File: config.mk
export PLATFORM = sky130hd
export DESIGN_NAME = sata_rx_frame_buffer
export DESIGN_NICKNAME = d
export VERILOG_FILES = /design/src/rtl/sata_rx_frame_buffer.sv
export SDC_FILE = /design/constraint.sdc
export NUM_CORES = 1
export LEC_CHECK = 0
export CAP_MARGIN = 0
export CELL_PAD_IN_SITES_DETAIL_PLACEMENT = 1
export CELL_PAD_IN_SITES_GLOBAL_PLACEMENT = 2
export CORE_ASPECT_RATIO = 1.1
export CORE_MARGIN = 2
export CORE_UTILIZATION = 41
export CTS_CLUSTER_DIAMETER = 30
export CTS_CLUSTER_SIZE = 30
export DETAILED_ROUTE_END_ITERATION = 8
export GPL_ROUTABILITY_DRIVEN = 0
export PLACE_DENSITY_LB_ADDON = 0.1
export RECOVER_POWER = 50
export SLEW_MARGIN = 20
export SYNTH_ARGS = -nofsm -noshare
export SYNTH_HDL_FRONTEND = slang
export SYNTH_SLANG_ARGS = --single-unit
File: constraint.sdc
create_clock -name clk -period 6.3 [get_ports clk]
set_input_delay 1.26 -clock clk [delete_from_list [all_inputs] [get_ports clk]]
set_output_delay 1.26 -clock clk [all_outputs]
set_load 0.05 [all_outputs]
File: src/rtl/sata_rx_frame_buffer.sv
// ---------------------------------------------------------------------------
// sata_rx_frame_buffer
//
// Receive buffer between the SATA link-layer frame decoder and the transport
// layer. Words are stored in a 2^DEPTH_LOG2-entry circular memory addressed
// by three binary pointers that carry an extra wrap bit:
//   wr_ptr : next entry to write (speculative, may be rolled back)
//   cm_ptr : end of the committed region visible to the reader
//   rd_ptr : next entry to read
// fill  = wr_ptr - rd_ptr  (drives full/high, includes uncommitted words)
// level = cm_ptr - rd_ptr  (drives empty/low, committed words only)
//
// Optional feature macro: SATA_RX_FRAME_BUFFER_ROLLBACK_EN
//   defined     : commit publishes written words, discard rolls wr_ptr back
//                 to cm_ptr (discard wins over commit).
//   not defined : cm_ptr follows wr_ptr, commit/discard are ignored.
//
// Handshake: a write is accepted when en_wr=1 and full=0; a read is accepted
// when en_rd=1 and empty=0. Rejected requests have no side effect except
// that a write attempted while full raises drop for one cycle.
//
// Ports:
//   clk, rst_n     clock, asynchronous active-low reset
//   en_wr, data_wr write request / data
//   commit,discard frame publish / roll back
//   full, high     fill == depth, fill >= HIGH_MARK
//   drop           registered pulse: write attempted while full
//   en_rd          read request
//   data_rd        registered read data (valid the cycle after the read)
//   empty, low     level == 0, level <= LOW_MARK
//   level          committed words available to the reader
// ---------------------------------------------------------------------------
module sata_rx_frame_buffer #(
    parameter int DATA_WIDTH = 37,
    parameter int DEPTH_LOG2 = 3,
    parameter int HIGH_MARK  = 6,
    parameter int LOW_MARK   = 1
) (
    input  logic                  clk,
    input  logic                  rst_n,
    input  logic                  en_wr,
    input  logic [DATA_WIDTH-1:0] data_wr,
    input  logic                  commit,
    input  logic                  discard,
    output logic                  full,
    output logic                  high,
    output logic                  drop,
    input  logic                  en_rd,
    output logic [DATA_WIDTH-1:0] data_rd,
    output logic                  empty,
    output logic                  low,
    output logic [DEPTH_LOG2:0]   level
);

    localparam int PW    = DEPTH_LOG2 + 1;
    localparam int DEPTH = 1 << DEPTH_LOG2;

    localparam logic [PW-1:0] DEPTH_P = PW'(DEPTH);
    localparam logic [PW-1:0] HIGH_P  = PW'(HIGH_MARK);
    localparam logic [PW-1:0] LOW_P   = PW'(LOW_MARK);
    localparam logic [PW-1:0] ONE     = PW'(1);

    logic [DATA_WIDTH-1:0] mem [DEPTH];

    logic [PW-1:0] wr_ptr;
    logic [PW-1:0] cm_ptr;
    logic [PW-1:0] rd_ptr;
    logic [PW-1:0] fill;
    logic [PW-1:0] level_int;
    logic          write;
    logic          read;
    logic          store;

    // Flags are purely combinational from the pointer registers.
    assign fill      = wr_ptr - rd_ptr;
    assign level_int = cm_ptr - rd_ptr;
    assign full      = (fill == DEPTH_P);
    assign high      = (fill >= HIGH_P);
    assign empty     = (level_int == '0);
    assign low       = (level_int <= LOW_P);
    assign level     = level_int;

    assign write = en_wr & ~full;
    assign read  = en_rd & ~empty;

`ifdef SATA_RX_FRAME_BUFFER_ROLLBACK_EN
    // A write that coincides with discard is neither stored nor counted.
    assign store = write & ~discard;

    always_ff @(posedge clk or negedge rst_n) begin
        if (!rst_n) begin
            wr_ptr <= '0;
            cm_ptr <= '0;
        end else begin
            if (discard) begin
                wr_ptr <= cm_ptr;
            end else begin
                if (write) begin
                    wr_ptr <= wr_ptr + ONE;
                end
                // Commit includes a word written in the same cycle.
                if (commit) begin
                    cm_ptr <= wr_ptr + {{(PW-1){1'b0}}, write};
                end
            end
        end
    end
`else
    logic unused_ctrl;

    assign store       = write;
    assign cm_ptr      = wr_ptr;
    assign unused_ctrl = commit | discard;

    always_ff @(posedge clk or negedge rst_n) begin
        if (!rst_n) begin
            wr_ptr <= '0;
        end else if (write) begin
            wr_ptr <= wr_ptr + ONE;
        end
    end
`endif

    // Storage has no reset; pointers alone define what is valid.
    always_ff @(posedge clk) begin
        if (store) begin
            mem[wr_ptr[DEPTH_LOG2-1:0]] <= data_wr;
        end
    end

    always_ff @(posedge clk or negedge rst_n) begin
        if (!rst_n) begin
            rd_ptr  <= '0;
            data_rd <= '0;
            drop    <= 1'b0;
        end else begin
            drop <= en_wr & full;
            if (read) begin
                data_rd <= mem[rd_ptr[DEPTH_LOG2-1:0]];
                rd_ptr  <= rd_ptr + ONE;
            end
        end
    end

endmodule

# == Yosys cells after proc, flatten, opt, wreduce, memory -nomap -nowiden ==
# Memories as Yosys holds them, arrays and structs flattened. A register that Yosys moved wholly into a read port is not among the register bits.
# Index checks and enable logic that the tools add are counted.
# classes
n_addsub,3
magnitude_cmp,2
eq_ne,1
n_mux,2
bitwise_logic,5
reduce_logical,2
# op_table
operator,count
4-bit by 1-bit adder with 4-bit output (second input constant),2
4-bit == test (second input constant),1
4-bit by 3-bit greater-or-equal comparator with 1-bit output (second input constant),1
4-bit by 1-bit <= comparator with 1-bit output (second input constant),1
4-bit zero test,1
4-bit subtractor,1
1-bit bitwise AND,3
1-bit 2-to-1 mux,2
1-bit inverter,2
1-bit zero test,1
# word_totals
reg_bits,9
ram_bits,296
out_inout_bits,46
word_cells,19
memories,1
# mem_list
name,depth,word_bits,rd,rd_ports_with_merged_regs,wr,line,rtl
mem,8,37,1,1,1,63,logic [DATA_WIDTH-1:0] mem [DEPTH];

# == Longest topological paths before layout ==
# logic_depth
depth_word,6
ltp_mapped,11

# == Least setup slack after synthesis ==
# OpenSTA, ideal clock, no wires.
# synth_timing
path_kind,register to register
from,reg rd_ptr[2]
to,"mem mem[2][0], enable pin"
setup_time_ns,0.524
arrival_ns,5.899
t_required_ns,5.776
path_slack_ns,-0.122
stages_incl_launch_ff,11
path_buffers,3
cell_sequence,dfrtp_1 > buf_2 > buf_1 > inv_1 > ha_1 > and3b_1 > o21ai_1 > a21oi_2 > nand2b_1 > buf_4 > nor4_1
# synth_between
elab_chain_cells,6
# synth_rtl
element,line,rtl
"start, declared",67,logic [PW-1:0] rd_ptr;
"start signal, assigned",140,rd_ptr <= rd_ptr + ONE;
4-bit subtractor,75,assign fill = wr_ptr - rd_ptr;
4-bit == test,77,assign full = (fill == DEPTH_P);
via full,45,"output logic full,"
1-bit inverter,83,assign write = en_wr & ~full;
1-bit bitwise AND,83,
1-bit 2-to-1 mux,126,if (store) begin
1-bit 2-to-1 mux (not written as such),127,mem[wr_ptr[DEPTH_LOG2-1:0]] <= data_wr;
"end, declared",63,
# The timed path passes the listed nets, and every way through them passes these cells.

# == Worst setup path in the final report ==
# layout_timing
from,reg rd_ptr[0]
to,out full
# layout_between
elab_chain_cells,2
# layout_rtl
element,line
4-bit subtractor,75
4-bit == test,77
"end, declared",45
# No other way between the ends.

==> reports/summary.txt <==
status: complete, but fails checks
violated checks: capacitance limit, slew limit
CTS tree: built
Layout Utilization: 52.4%
VDD IR max: 0.219 mV
post-synth top area share: 68.3%
Synth area leader: edfxtp_1
CTS root buffer: clkbuf_16
Worst slew margin: -113%
synth top area cells: edfxtp_1 (68%), mux4_2 (13%), dfrtp_1 (8.8%), mux2i_1 (2.8%), nand2_1 (1.3%)
Worst Reg-to-Reg Cells: 7
crit path launch type: register
Reg2Reg Setup Slack: 2.15 ns
port bufs: 86
core box area: 31300 um^2
final cell count without fillers: 1224
Leakage: 5.69 nW
syn_nets: 670
Clock transition at path regs: 0.05 ns
DP Wirelength: 14.6 mm
Post-CTS Setup Repair Bufs: 0
Critical R2R Launch: rd_ptr[0]$_DFFE_PN0P_
post-synthesis sequential area ratio: 77.2%
# hold bufs at CTS: 0
Cells after Synth: 621
CTS max path bufs: 3
placed cells: 1116
gr usage total: 17.6%
synth warn: 0
Die Ht: 191 um
most frequent cells in the layout: edfxtp_1 (296), mux4_2 (74), clkbuf_16 (59)
worst-path maximum fanout: 45
DR iter-0 viols: 387
Synth cell types: 34
First-pass DRT Iterations: 4
Worst Setup EP: full
RSZ-0062 raised after global routing: no
Crit path arrival time: 3.89 ns
post_cts resized: 0
max frequency: 0.194 GHz
# Max-Cap Violations: 1
NumNets Final: 806
vias in the first global route: 7184
row cnt: 68
area of the multi-input gates: 2800 um^2
# DRC: 0
Post-synth EDFFs: 296
DR WL/cell: 22.9 um
Starting Density: 41.5%
antenna violations before repair: 2
Register Area: 10000 um^2
total CTS buffers: 59
share of flip-flops with an asynchronous set or reset: 13.5%
worst slew pin tran: 3.20 ns
Avg Synthesized Cell Area: 20.9 um^2
Final ANT Viol Nets: 0
Filler cells: 2861
WS Path Type: reg -> out
clk_lat worst skew: 0.57 ns
critical path capture point type: output pin
Top-Level Pins: 89
Top FF cell, synth: edfxtp_1
H-tree depth reported by CTS: 2
Die ar.: 33200 um^2
fin crit share: 81.8%
Max Slew Vio Count: 47
Chip Width: 174 um
commonest non-fill, non-tap cell in the layout: edfxtp_1
total global routing overflow: 0
final setup violation count: 0
CP Launch Point: rd_ptr[0]$_DFFE_PN0P_
total clock sinks: 342
vias: 6363
Yosys reg bits: 342
Mapped Area: 13000 um^2
hold crit path type: reg -> reg
largest net degree at the start of global routing: 78
Area Overhead vs Synth: 26.0%
first-pass GRT wire length: 43.2 mm
clock skew: 0.0176 ns
final hold viol count: 0
PD cells: 565 nW/um^2
Final min period: 5.15 ns
Req. time, crit path: 5.04 ns
Worst R2R End: mem[3][2]$_DFFE_PP_
fraction of layout instances using a drive strength above 1: 25.7%
vias per inst: 5.20
Post-Route WL: 28.1 mm
-- worst min-delay path by stage --
stage	slack [ns]	cells past startpoint	start	endpoint
after global placement	0.46	2	data_rd[20]$_DFFE_PN0P_	data_rd[20]$_DFFE_PN0P_
final	0.47	2	data_rd[20]$_DFFE_PN0P_	data_rd[20]$_DFFE_PN0P_
after global routing	0.51	2	data_rd[19]$_DFFE_PN0P_	data_rd[19]$_DFFE_PN0P_
after detailed placement	0.47	2	data_rd[20]$_DFFE_PN0P_	data_rd[20]$_DFFE_PN0P_
after CTS	0.48	2	data_rd[20]$_DFFE_PN0P_	data_rd[20]$_DFFE_PN0P_
after floorplan	0.53	1	cm_ptr[3]$_DFFE_PN0P_	cm_ptr[3]$_DFFE_PN0P_
-- report_power, final --
part | total [mW] | internal, mW | switching [mW]
logic | 2.97 | 1.15 | 1.82
clock network | 3.05 | 1.96 | 1.09
registers | 3.23 | 2.97 | 0.260
total | 9.26 | 6.09 | 3.17
-- final cells by class --
class                           instances  area share, %
Antenna cell                            1         0.0153
Clock buffer                           67           9.37
Clock inverter                         40           2.49
Inverter                                9          0.206
Multi-Input combinational cell        239           17.1
Sequential cell                       342           61.3
Tap cell                              420           3.21
Timing Repair Buffer                  106           6.31
-- logic make-up (layout without fill, tap and decap cells) --
group,count (synthesis),in the layout,share of synthesized area (%)
AO/OA/AOI/OAI,45,45,1.95
XOR/XNOR,9,9,0.606
adder cells (fa/ha/maj),6,6,0.635
buffers and inverters,40,222,1.58
flip-flops,342,342,77.2
multiplexers,113,113,15.8
other,0,1,0
AND/OR/NAND/NOR,66,66,2.22
-- routing by layer --
metal	GRT usage (%)	routed length [um]	share of wire, %
met5	0	13	0.046
met4	5.53	557	2.0
met3	3.41	1090	3.9
met2	29.9	14100	50
met1	23.0	12400	44
-- stage by stage --
step                worst slack [ns]  instance area [um^2]  hold WS, ns  setup TNS (ns)  power [mW]
floorplan                     -0.122                 13000        0.532          -18.11        5.37
global placement                1.79                 14400        0.461               0        6.25
detailed placement              1.73                 14500        0.472               0        6.35
CTS                             1.12                 16400        0.482               0        9.45
global route                   0.817                 16400        0.506               0        9.69
finish                          1.15                 16400        0.466               0        9.26
-- critical path, cell delays in order, from the launching register on --
cell	delay, ns
dfrtp_4	1.05
ha_1	0.35
fa_1	0.20
xor2_1	0.25
nand3_1	0.26
a21oi_2	0.33
clkdlybuf4s50_1	0.87
-- sequential cells by signal, summed over array words and instances (netlist names) --
register / cells
mem: 296
data_rd: 37
cm_ptr: 4
rd_ptr: 4
drop: 1
-- synthesized netlist by cell type, types with 3 or more instances --
cell,n
inv_1,9
clkbuf_1,12
buf_6,3
nand2_1,44
edfxtp_1,296
mux4_2,74
nor4_1,4
o21ai_1,14
ha_1,5
buf_4,6
xor2_1,3
o21ai_0,24
nor3_1,6
nor2_1,5
dfrtp_1,46
buf_2,8
xnor2_1,6
mux2i_1,37
(Power assumes the default switching activity.)
